`src/rtl/nes_bus_pkg.sv`:
```
// Shared 2A03 bus definitions: register addresses decoded on the CPU bus and
// the OAM DMA sequencer state encoding.
package nes_bus_pkg;

    localparam logic [15:0] DMA_TRIG_ADDR = 16'h4014;
    localparam logic [15:0] OAM_DATA_ADDR = 16'h2004;
    localparam int          XFER_LEN      = 256;

    typedef enum logic [2:0] {
        IDLE      = 3'd0,
        HALT_WAIT = 3'd1,
        ALIGN     = 3'd2,
        READ      = 3'd3,
        WRITE     = 3'd4
    } dma_state_t;

endpackage

```
`src/rtl/oam_dma_controller.sv`:
```
// Sprite DMA: a CPU write to $4014 halts the CPU and copies one 256-byte page
// to $2004 as alternating read/write bus cycles, then hands the bus back.
module oam_dma_controller
    import nes_bus_pkg::*;
(
    input  logic        clock,
    input  logic        reset,
    input  logic [15:0] cpu_addr,
    input  logic        cpu_rw,
    input  logic [7:0]  cpu_data_out,
    input  logic [7:0]  bus_data_in,
    output logic        cpu_rdy,
    output logic        bus_grant,
    output logic [15:0] dma_addr,
    output logic        dma_rw,
    output logic [7:0]  dma_data_out,
    output logic        dma_active
);

    localparam logic [8:0] LAST_INDEX = 9'(XFER_LEN - 1);

    // Handshake: the CPU is stalled only while cpu_rdy is low on a read cycle,
    // and bus_grant high means the bus mux drives dma_addr/dma_rw/dma_data_out.
    dma_state_t  state_q, state_d;
    logic        parity_q, parity_d;
    logic [8:0]  index_q, index_d;
    logic [7:0]  page_q, page_d;
    logic        cpu_rdy_q, cpu_rdy_d;
    logic        bus_grant_q, bus_grant_d;
    logic [15:0] dma_addr_q, dma_addr_d;
    logic        dma_rw_q, dma_rw_d;
    logic [7:0]  dma_data_out_q, dma_data_out_d;
    logic        dma_active_q, dma_active_d;
    logic        trig_hit;

    assign trig_hit = !cpu_rw && (cpu_addr == DMA_TRIG_ADDR);

    always_comb begin
        state_d        = state_q;
        parity_d       = ~parity_q;
        index_d        = index_q;
        page_d         = page_q;
        cpu_rdy_d      = cpu_rdy_q;
        bus_grant_d    = bus_grant_q;
        dma_addr_d     = dma_addr_q;
        dma_rw_d       = dma_rw_q;
        dma_data_out_d = dma_data_out_q;
        dma_active_d   = dma_active_q;

        case (state_q)
            IDLE: begin
                if (trig_hit) begin
                    state_d      = HALT_WAIT;
                    page_d       = cpu_data_out;
                    index_d      = '0;
                    cpu_rdy_d    = 1'b0;
                    dma_active_d = 1'b1;
                end
            end
            HALT_WAIT: begin
                // RDY only stalls the CPU on a read, so wait out any write burst.
                if (cpu_rw) begin
                    state_d = ALIGN;
                end
            end
            ALIGN: begin
                if (parity_q) begin
                    state_d     = READ;
                    bus_grant_d = 1'b1;
                    dma_rw_d    = 1'b1;
                    dma_addr_d  = {page_q, index_q[7:0]};
                end
            end
            READ: begin
                state_d        = WRITE;
                dma_data_out_d = bus_data_in;
                dma_rw_d       = 1'b0;
                dma_addr_d     = OAM_DATA_ADDR;
            end
            WRITE: begin
                index_d = index_q + 9'd1;
                if (index_q == LAST_INDEX) begin
                    state_d      = IDLE;
                    cpu_rdy_d    = 1'b1;
                    bus_grant_d  = 1'b0;
                    dma_active_d = 1'b0;
                    dma_rw_d     = 1'b1;
                    dma_addr_d   = '0;
                end else begin
                    state_d    = READ;
                    dma_rw_d   = 1'b1;
                    // Low byte only: the source never carries into the next page.
                    dma_addr_d = {page_q, index_d[7:0]};
                end
            end
            default: begin
                state_d = IDLE;
            end
        endcase
    end

    always_ff @(posedge clock) begin
        if (reset) begin
            state_q        <= IDLE;
            parity_q       <= 1'b0;
            index_q        <= '0;
            page_q         <= '0;
            cpu_rdy_q      <= 1'b1;
            bus_grant_q    <= 1'b0;
            dma_addr_q     <= 16'h0000;
            dma_rw_q       <= 1'b1;
            dma_data_out_q <= 8'h00;
            dma_active_q   <= 1'b0;
        end else begin
            state_q        <= state_d;
            parity_q       <= parity_d;
            index_q        <= index_d;
            page_q         <= page_d;
            cpu_rdy_q      <= cpu_rdy_d;
            bus_grant_q    <= bus_grant_d;
            dma_addr_q     <= dma_addr_d;
            dma_rw_q       <= dma_rw_d;
            dma_data_out_q <= dma_data_out_d;
            dma_active_q   <= dma_active_d;
        end
    end

    assign cpu_rdy      = cpu_rdy_q;
    assign bus_grant    = bus_grant_q;
    assign dma_addr     = dma_addr_q;
    assign dma_rw       = dma_rw_q;
    assign dma_data_out = dma_data_out_q;
    assign dma_active   = dma_active_q;

endmodule

```
`config.mk`:
```
export PLATFORM = sky130hd
export DESIGN_NAME = oam_dma_controller
export DESIGN_NICKNAME = d
export VERILOG_FILES = /design/src/rtl/nes_bus_pkg.sv /design/src/rtl/oam_dma_controller.sv
export SDC_FILE = /design/constraint.sdc
export NUM_CORES = 1
export LEC_CHECK = 0
export CORE_MARGIN = 10
export CORE_UTILIZATION = 35
export DETAILED_ROUTE_END_ITERATION = 8
export HOLD_SLACK_MARGIN = 0.02
export PLACE_DENSITY_LB_ADDON = 0.2
export SYNTH_ARGS = -nofsm -noshare
export SYNTH_HDL_FRONTEND = slang
export SYNTH_SLANG_ARGS = --single-unit
export TNS_END_PERCENT = 20
```
`constraint.sdc`:
```
create_clock -name clock -period 2.65 [get_ports clock]
set_clock_uncertainty 0.2 [all_clocks]
set_input_delay 0.53 -clock clock [delete_from_list [all_inputs] [get_ports clock]]
set_output_delay 0.53 -clock clock [all_outputs]
set_load 0.01 [all_outputs]
```
==> metrics.md, run 1 <==
| Metric | Value |
|---|---|
| Status | `complete, no violations` |
| Arrival time of the worst setup path | `roughly 2.5 ns` |
| Mean routed wirelength per cell | `around 15 µm` |
| Final GP Congestion | `between 0.8 and 0.9` |
| Clock transition at the registers of the reported paths | `approximately 0.09 ns` |
| Tot Pwr | `1.25 mW` |
| Clk sinks | `49` |
| ANT nets after route | `0` |
| FMAX | `405 MHz` |
| Grt ovf | `0` |
| Port Buffer Count | `62` |
| DR vias/cell | `around 5.3` |
| DRT Wirelength | `between 6000 and 7000 µm` |
| Post-synth top area share | `between 40 and 50%` |
| Post-synth EDFFs | `0` |
| CP Capture Type | `flip-flop` |
| Hold crit path type | `reg2reg` |
| Startpoint Class | `flip-flop` |
| Die W | `about 99 µm` |
| Ratio of cells with drive above 1 in the final layout | `around 8.6%` |
| Finish-stage setup viols | `0` |
| H-tree depth | `2` |
| Finished Layout Cells | `roughly 410` |
| First-pass GRT wire length | `10500 µm` |
| Ant diodes | `0` |
| Final hold viol count | `0` |
| Hold_ws | `about 0.25 ns` |
| Ys async rst share | `0%` |
| Slew Viols, Final | `0` |
| Die ar. | `9810 µm²` |
| Post-place instance area | `between 2000 and 3000 µm²` |
| Remaining DRCs | `0` |
| Synth unique cells | `46` |
| Seq/Total Area, Yosys | `44.9%` |
| Cells after Synth | `269` |
| Top_reg_cell synth | `dfxtp_1` |
| Setup Crit Path Kind | `reg2reg` |
| Seq cells post-synth | `roughly 50` |
| Cell count after placement | `404` |
| Fill cells | `roughly 600` |
| Setup TNS | `0 ns` |
| Tcrit/Tclk final | `around 93%` |
| Via count | `around 2200` |
| Final instance area | `about 3000 µm²` |
| PD cells | `between 400 and 500 nW/µm²` |
| Post-Synthesis Cell Area | `2190 µm²` |
| Yosys top cell by area | `dfxtp_1` |
| Final net count | `about 370` |
| Number of warnings issued by yosys | `0` |
| IO Count | `between 60 and 70` |
| Syn avg cell area | `8.13 µm²` |
| Cts hold-fix bufs | `0` |
| 1st-iter DRT viols | `122` |
| 1st-pass router iterations | `4` |
| Root buf cell | `clkbuf_8` |
| Top cells by area in the synthesized netlist | `dfxtp_1 45%, a21oi_1 6.6%, nand2_1 5.8%, nand4_1 4.6%, o21ai_0 4.1%` |
| Core area | `between 5000 and 6000 µm²` |
| DIE HEIGHT | `99.0 µm` |
| Crit-path max FO | `5` |
| Post-Syn Nets | `307` |
| Setup bufs post-CTS | `0` |
| TritonCTS clock tree | `built` |
| # rows | `28` |
| Unrepaired setup endpoints after global routing | `false` |
| Initial Utilization | `about 36%` |
| Worst vdd ir | `between 0.15 and 0.2 mV` |
| P_leak | `a little over 1 nW` |
| Later-pin clock latency in the skew report | `~0.30 ns` |
| # Max-Cap Violations | `0` |
| Max transition margin | `about two thirds` |
| Largest net degree at the start of global routing | `23` |
| DP HPWL | `about 4600 µm` |
| Initial antenna violation count | `0` |
| Number of global-route vias before repair | `~2200` |
| Period minus WS final | `approximately 2.5 ns` |
| Worst slew pin tran | `0.501 ns` |
| CTS max path bufs | `2` |
| Layout area overhead | `39.4%` |
| GRT Overall Usage | `12.7%` |
| CTS buffer count | `5` |
| Critical Path RT | `2.67 ns` |
layout make-up:
class / count / area [µm²] / share of cell area, %
Sequential cell: 49 / 981 / 32.2
Clock buffer: 6 / 72.6 / 2.38
Inverter: 1 / 3.75 / 0.123
Clock inverter: 2 / 13.8 / 0.452
Multi-Input combinational cell: 198 / 1120 / 36.7
Tap cell: 75 / 93.8 / 3.08
Timing Repair Buffer: 81 / 763 / 25.0
stage by stage:
stage	utilization (%)	setup WS, ns
finish	50.9	0.183
global route	50.9	0.0507
CTS	50.8	0.141
detailed placement	49.4	0.159
global placement	49.4	0.202
floorplan	-	0.0253
cell families (layout without fill, tap and decap cells):
| group | Yosys count | after routing | share of synthesized area (%) |
|---|---|---|---|
| AND/OR/NAND/NOR | 121 | 121 | 28.6 |
| AO/OA/AOI/OAI | 70 | 70 | 19.1 |
| flip-flops | 49 | 49 | 44.9 |
| buffers and inverters | 22 | 90 | 4.06 |
| adder cells (fa/ha/maj) | 3 | 3 | 1.72 |
| XOR/XNOR | 3 | 3 | 1.20 |
| multiplexers | 1 | 1 | 0.458 |
cell usage after synthesis (2+ instances only):
master	number
o21a_1	2
nand3_1	8
nor2_1	22
nand2b_1	2
xor2_1	2
buf_2	5
o21ai_0	18
nand2_1	34
nor2b_1	4
a31oi_1	3
a211oi_1	4
a311oi_1	3
nor3_1	9
dfxtp_1	49
clkbuf_1	15
nand4_1	16
or3_1	4
and3_1	4
o31a_1	2
ha_1	3
nand3b_1	6
or4_1	2
a21oi_1	29
cells in the final DEF (no fill, tap or decap), types with 8 or more instances in the layout:
cell             Yosys  layout
o21ai_0             18      18
nor2_1              22      22
buf_4                0      19
a21oi_1             29      29
nand2_1             34      34
dfxtp_1             49      49
nand4_1             16      16
nor3_1               9       9
clkdlybuf4s50_1      0      62
nand3_1              8       8
power by group:
part	leakage (nW)	switching, mW	internal [mW]	total [mW]
clock network	0.0456	0.249	0.188	0.438
registers	0.395	0.000896	0.737	0.738
logic	0.594	0.0240	0.0515	0.0755
timing repair:
item,4_1_cts,5_1_grt
setup endpoints to repair,0,1
resized for setup,0,1
endpoints found under the hold margin,0,0
worst max-delay path, cell delays in order (launching register included):
cell and delay, ns:
dfxtp_1 0.34, ha_1 0.19, and3_1 0.19, nand3_1 0.10, nor2_1 0.07, ha_1 0.19, or4b_4 0.51, buf_4 0.17
nor2_1 0.09, o21ai_0 0.08, a311oi_1 0.25
worst paths after layout:
kind                        start              end  slack [ns]  cells past startpoint
hold / removal    dma_data_out[4]  dma_data_out[4]        0.25                      2
setup / recovery       index_q[1]      dma_addr[3]        0.18                     10
hold reg to reg   dma_data_out[4]  dma_data_out[4]        0.25                      2
setup reg to reg       index_q[1]      dma_addr[3]        0.18                     10
sequential cells by signal, indices dropped and copies added (netlist names):
signal        cells
parity_q          1
dma_addr         16
dma_rw            1
page_q            8
dma_active        1
dma_data_out      8
bus_grant         1
state_q           3
index_q           9
cpu_rdy           1
per-layer routing:
| metal | GRT usage (%) | wire length (µm) | vias up |
|---|---|---|---|
| met5 | 0 | 0 | - |
| li1 | - | - | 1109 |
| met1 | 15.9 | 3000 | 1002 |
| met3 | 4.96 | 525 | 2 |
| met4 | 4.85 | 49 | 0 |
| met2 | 19.1 | 2730 | 67 |
(Power assumes the default switching activity.)
==> run 2: changes to the inputs <==
--- a/config.mk
+++ b/config.mk
@@ -6,7 +6,8 @@
 export NUM_CORES = 1
 export LEC_CHECK = 0
 export CORE_MARGIN = 10
-export CORE_UTILIZATION = 35
+export CORE_UTILIZATION = 40
+export CTS_CLUSTER_SIZE = 24
 export DETAILED_ROUTE_END_ITERATION = 8
 export HOLD_SLACK_MARGIN = 0.02
 export PLACE_DENSITY_LB_ADDON = 0.2
==> run 2 against run 1 <==
Net effect: via count decreased by 2.2%; sequential share of layout area increased by 0.12 points; global-route usage increased by 1.4 points; critical path depth decreased by 2; core utilization increased by 7.5 points; cell count decreased by 2.2%; sequential cell count unchanged; register-to-register slack got worse by 0.07 ns; setup slack got worse by 0.069 ns; combinational power decreased by 5.4%; routed wire length decreased by 3.3%; critical path type unchanged.
==> metrics.md, run 2 (same netlist as run 1, synthesis figures left out) <==
| Metric | Value |
|---|---|
| Status | `complete, no violations` |
| Initial antenna violation count | `0 (unchanged)` |
| Cell count after placement | `395 (-2.2%)` |
| Mean routed wirelength per cell | `15.1 µm (-1.2%)` |
| GRT Overall Usage | `14.0% (+1.4 points)` |
| Setup bufs post-CTS | `0 (unchanged)` |
| DR vias/cell | `5.29 (about the same)` |
| DRT Wirelength | `6100 µm (-3.3%)` |
| TritonCTS clock tree | `built` |
| ANT nets after route | `0 (unchanged)` |
| H-tree depth | `2 (unchanged)` |
| Multi-input gate area | `1120 µm² (+0.45%)` |
| FMAX | `394 MHz (-2.7%)` |
| Root buf cell | `clkbuf_8` |
| Later-pin clock latency in the skew report | `0.31 ns (about the same)` |
| Final net count | `370 (-1.1%)` |
| Largest net degree at the start of global routing | `54 (+130%)` |
| Final hold viol count | `0 (unchanged)` |
| Core area | `5200 µm² (-13%)` |
| Setup Crit Path Kind | `reg2reg` |
| Crit-path max FO | `5 (unchanged)` |
| Finish-stage setup viols | `0 (unchanged)` |
| Critical Path RT | `2.66 ns (about the same)` |
| DIE HEIGHT | `93.9 µm (-5.2%)` |
| # rows | `26 (-7.1%)` |
| Clock transition at the registers of the reported paths | `0.09 ns (about the same)` |
| 1st-pass router iterations | `4 (unchanged)` |
| Startpoint Class | `flip-flop` |
| CTS max path bufs | `2 (unchanged)` |
| Slew Viols, Final | `0 (unchanged)` |
| Layout area overhead | `38.9%` |
| Final GP Congestion | `0.856 (-1.1%)` |
| Max transition margin | `38.1% (-28 points)` |
| Tcrit/Tclk final | `95.7% (+2.6 points)` |
| Commonest cells after routing, fill and taps aside | `61 x clkdlybuf4s50_1, 49 x dfxtp_1, 34 x nand2_1, 29 x a21oi_1, 22 x nor2_1` |
| # Max-Cap Violations | `0 (unchanged)` |
| P_leak | `1.03 nW (-0.83%)` |
| Ant diodes | `0 (unchanged)` |
| Fill cells | `488 (-17%)` |
| Commonest non-fill, non-tap cell in the layout | `clkdlybuf4s50_1` |
| CP Launch Point | `index_q[1]` |
| Grt ovf | `0 (unchanged)` |
| First-pass GRT wire length | `10300 µm (-2.4%)` |
| CP Capture Type | `flip-flop` |
| Port Buffer Count | `62 (unchanged)` |
| Unrepaired setup endpoints after global routing | `false` |
| Die ar. | `8820 µm² (-10%)` |
| Finished Layout Cells | `403 (-2.2%)` |
| Remaining DRCs | `0 (unchanged)` |
| Clk sinks | `49 (unchanged)` |
| CTS buffer count | `5 (unchanged)` |
| PD cells | `443 nW/µm² (+8.1%)` |
| Worst slew pin tran | `0.928 ns (+0.427 ns)` |
| IO Count | `63 (unchanged)` |
| Setup TNS | `0 ns (unchanged)` |
| Worst vdd ir | `0.233 mV (+41%)` |
| Seq. cell area | `981 µm² (unchanged)` |
| Via count | `2133 (-2.2%)` |
| Critical R2R Launch | `index_q[1]` |
| Die W | `93.9 µm (-5.2%)` |
| Hold_ws | `0.256 ns (+0.00199 ns)` |
| Number of global-route vias before repair | `2122 (-2.3%)` |
| Arrival time of the worst setup path | `2.55 ns (+0.07 ns)` |
| Initial Utilization | `42.0% (+5.5 points)` |
| 1st-iter DRT viols | `174 (+43%)` |
| DP HPWL | `4350 µm (-5.1%)` |
| Max reg flops | `16 (unchanged)` |
| Period minus WS final | `2.54 ns (+0.0689 ns)` |
| Hold crit path type | `reg2reg` |
| Worst hold start | `dma_addr[15]` |
| Ratio of cells with drive above 1 in the final layout | `8.11% (-0.50 points)` |
[run 2: changes by cell type in the layout (fill, tap and decap cells not counted), sizes merged]
cell / change
buf: -3
inv: -1
clkdlybuf4s50: -1
bufinv: +1
[run 2: metal layers]
layer / vias up / track usage, % / part of all wire (%)
met5: - / 0 / 0
met4: 0 / 3.80 / 1.1
met3: 8 / 5.76 / 8.8
met2: 63 / 19.6 / 41
met1: 968 / 19.2 / 49
li1: 1094 / - / -
[run 2: final timing paths]
path	slack (ns)	cells past startpoint	to
setup / recovery	0.11	8	dma_addr[7]
hold / removal	0.26	2	dma_addr[15]
setup reg to reg	0.11	8	dma_addr[7]
hold reg to reg	0.26	2	dma_addr[15]
[run 2: through the flow]
step / total power [mW] / area [µm²] / util, % / worst slack (ns)
after CTS: 1.36 / 3030 / 58.2 / 0.0620
after global placement: 0.826 / 2920 / 56.0 / 0.129
after detailed placement: 0.827 / 2920 / 56.0 / 0.0828
final: 1.35 / 3040 / 58.3 / 0.114
after floorplan: 0.773 / 2190 / - / 0.0253
after global routing: 1.40 / 3040 / 58.3 / 0.000971
[run 2: cell type report]
type / instances / share of cell area [%]
Inverter: 1 / 0.124
Clock inverter: 2 / 1.28
Sequential cell: 49 / 32.3
Timing Repair Buffer: 77 / 24.0
Tap cell: 70 / 2.88
Multi-Input combinational cell: 198 / 37.0
Clock buffer: 6 / 2.39
[run 2: repair_timing]
action,4_1_cts,5_1_grt
setup endpoints to repair,0,4
hold buffers,0,0
gates resized for setup,0,2
[run 2: power by group]
part / switching, mW / internal [mW] / leakage (nW) / total, mW
logic: 0.0234 / 0.0480 / 0.576 / 0.0714
clock network: 0.254 / 0.284 / 0.0554 / 0.538
registers: 0.000979 / 0.737 / 0.395 / 0.738
total: 0.278 / 1.07 / 1.03 / 1.35
[run 2: critical path, cell delays in order (launching register included)]
cell	delay, ns
dfxtp_1	0.34
ha_1	0.22
and3_1	0.20
nand3_1	0.10
nor2_1	0.07
ha_1	0.19
or4b_4	0.52
or3_1	0.36
a311oi_1	0.24
==> run 3: changes to the inputs <==
--- a/config.mk
+++ b/config.mk
@@ -5,6 +5,7 @@
 export SDC_FILE = /design/constraint.sdc
 export NUM_CORES = 1
 export LEC_CHECK = 0
+export CORE_ASPECT_RATIO = 0.75
 export CORE_MARGIN = 10
 export CORE_UTILIZATION = 40
 export CTS_CLUSTER_SIZE = 24
==> run 3 against run 2 <==
Net effect: global-route usage rose by 0.72 points; routed wire length rose by 4.6%; die area is 0.35% higher; hold slack lost 0.0046 ns; sequential share of layout area fell by 0.20 points; via count rose by 3.4%; sequential cell count did not move; sequential power barely moved; non-clock buffer count up 3; setup slack better by 0.010 ns; total power fell by 6.3%.
==> metrics.md, run 3 (same netlist as run 1, synthesis figures left out) <==
| Metric | Value |
|---|---|
| Status | `complete, no violations` |
| Worst slew pin tran | `0.524 ns (-0.404 ns)` |
| Largest net degree at the start of global routing | `19 (-65%)` |
| CTS buffer count | `5 (unchanged)` |
| Ratio of cells with drive above 1 in the final layout | `9.55% (+1.4 points)` |
| Crit path top cell by count | `nor2_1` |
| Mean routed wirelength per cell | `15.6 µm (+2.9%)` |
| Crit-path max FO | `5 (unchanged)` |
| Via count | `2206 (+3.4%)` |
| 1st-pass router iterations | `4 (unchanged)` |
| Initial antenna violation count | `0 (unchanged)` |
| Remaining DRCs | `0 (unchanged)` |
| Clk sinks | `49 (unchanged)` |
| P_leak | `1.03 nW (about the same)` |
| Grt ovf | `0 (unchanged)` |
| H-tree depth | `2 (unchanged)` |
| Ant diodes | `0 (unchanged)` |
| CP peak stage delay | `0.52 ns (about the same)` |
| First-pass GRT wire length | `10900 µm (+6.5%)` |
| Die ar. | `8850 µm² (+0.35%)` |
| Setup TNS | `0 ns (unchanged)` |
| Setup slack after layout | `0.125 ns (+0.0105 ns)` |
| FMAX | `396 MHz (+0.42%)` |
| Most Used Layer, Global Route | `met2` |
| Final GP Congestion | `0.865 (+1.0%)` |
| Number of global-route vias before repair | `2137 (+0.71%)` |
| TritonCTS clock tree | `built` |
| ANT nets after route | `0 (unchanged)` |
| Later-pin clock latency in the skew report | `0.30 ns (about the same)` |
| # Max-Cap Violations | `0 (unchanged)` |
| Period minus WS final | `2.53 ns (-0.0105 ns)` |
| GRT Overall Usage | `14.8% (+0.72 points)` |
| Final net count | `373 (+0.81%)` |
| Setup Crit Path Kind | `reg2reg` |
| Commonest non-fill, non-tap cell in the layout | `clkdlybuf4s50_1` |
| Worst vdd ir | `0.182 mV (-22%)` |
| Root buf cell | `clkbuf_8` |
| Routing usage on met2 | `23.3% (+3.7 points)` |
| PD cells | `412 nW/µm² (-7.0%)` |
| Setup bufs post-CTS | `0 (unchanged)` |
| Arrival time of the worst setup path | `2.54 ns (about the same)` |
| # rows | `23 (-12%)` |
| Slowest CP cell | `or4b_4` |
| Core area | `5320 µm² (+2.3%)` |
| Final instance area | `3060 µm² (+0.74%)` |
| 1st-iter DRT viols | `146 (-16%)` |
| Die W | `105 µm (+12%)` |
| DIE HEIGHT | `84.0 µm (-11%)` |
| DR vias/cell | `5.38 (+1.7%)` |
| Critical Path RT | `2.66 ns (about the same)` |
| DP HPWL | `4730 µm (+8.7%)` |
| Commonest cells after routing, fill and taps aside | `62 x clkdlybuf4s50_1, 48 x dfxtp_1, 34 x nand2_1, 29 x a21oi_1, 22 x nor2_1` |
| CP Capture Type | `flip-flop` |
| IO Count | `63 (unchanged)` |
| Clock transition at the registers of the reported paths | `0.09 ns (about the same)` |
| Port Buffer Count | `62 (unchanged)` |
| Final hold viol count | `0 (unchanged)` |
| DRT Wirelength | `6380 µm (+4.6%)` |
| Slew Viols, Final | `0 (unchanged)` |
| Unrepaired setup endpoints after global routing | `false` |
| Finish-stage setup viols | `0 (unchanged)` |
| CTS max path bufs | `2 (unchanged)` |
| Hold crit path type | `reg2reg` |
| Initial Utilization | `41.1% (-0.94 points)` |
| GR Util met3 | `5.17% (-0.59 points)` |
| Startpoint Class | `flip-flop` |
| Layout area overhead | `40.0%` |
| Post-place instance area | `2950 µm² (+1.2%)` |
| Tcrit/Tclk final | `95.3% (-0.40 points)` |
| Met1 Use GR | `18.6% (-0.64 points)` |
| Pre-CTS setup slack | `0.00941 ns (-0.0734 ns)` |
| Critical-path cell list | `ha_2 -> and3_1 -> nand3_2 -> nor2_1 -> ha_1 -> or4b_4 -> buf_4 -> nor2_1 -> o21ai_0 -> a311oi_1` |
| Max transition margin | `65.1% (+27 points)` |
| Max reg flops | `16 (unchanged)` |
-- run 3: critical path: cells and delay by family, from the launching register on --
family	cells	cell delay (ns)
adder cells (fa/ha/maj)	2	0.38
AND/OR/NAND/NOR	5	0.97
AO/OA/AOI/OAI	2	0.36
buffers and inverters	1	0.18
flip-flops	1	0.34
-- run 3: layout make-up --
class	instances	area (µm²)
Timing Repair Buffer	80	756
Multi-Input combinational cell	198	1130
Fill cell	497	2260
Clock inverter	1	7.51
Sequential cell	49	982
Clock buffer	6	82.6
Tap cell	75	93.8
Inverter	1	3.75
-- run 3: stage by stage --
| stage | hold WS (ns) | cells | total power [mW] | utilization (%) |
|---|---|---|---|---|
| 3_5_place_dp | 0.244 | 403 | 0.832 | 55.4 |
| 2_1_floorplan | 0.221 | 269 | 0.773 | - |
| 3_3_place_gp | 0.230 | 403 | 0.831 | 55.4 |
| 4_1_cts | 0.255 | 410 | 1.28 | 57.2 |
| 6_report | 0.251 | 410 | 1.26 | 57.5 |
| 5_1_grt | 0.279 | 410 | 1.31 | 57.5 |
-- run 3: final timing paths --
check / startpoint / end / slack [ns] / cells after the start
worst max-delay path: index_q[1] / dma_addr[3] / 0.12 / 10
worst min-delay path: dma_addr[9] / dma_addr[9] / 0.25 / 2
worst max register to register: index_q[1] / dma_addr[3] / 0.12 / 10
worst min register to register: dma_addr[9] / dma_addr[9] / 0.25 / 2
-- run 3: repair_timing --
action,in CTS,in global routing
resized for setup,1,4
pin swaps,0,1
endpoints found under the setup margin,1,2
hold buffers,0,0
-- run 3: power breakdown --
part | internal, mW | leakage, nW | switching, mW
Combinational | 0.0525 | 0.587 | 0.0242
Sequential | 0.737 | 0.395 | 0.000964
Clock | 0.207 | 0.0433 | 0.241
-- run 3: routing by layer --
layer	vias to the layer above	wire, µm
met4	0	58
met3	7	555
li1	1105	-
met1	1021	2900
met2	73	2870
met5	-	0
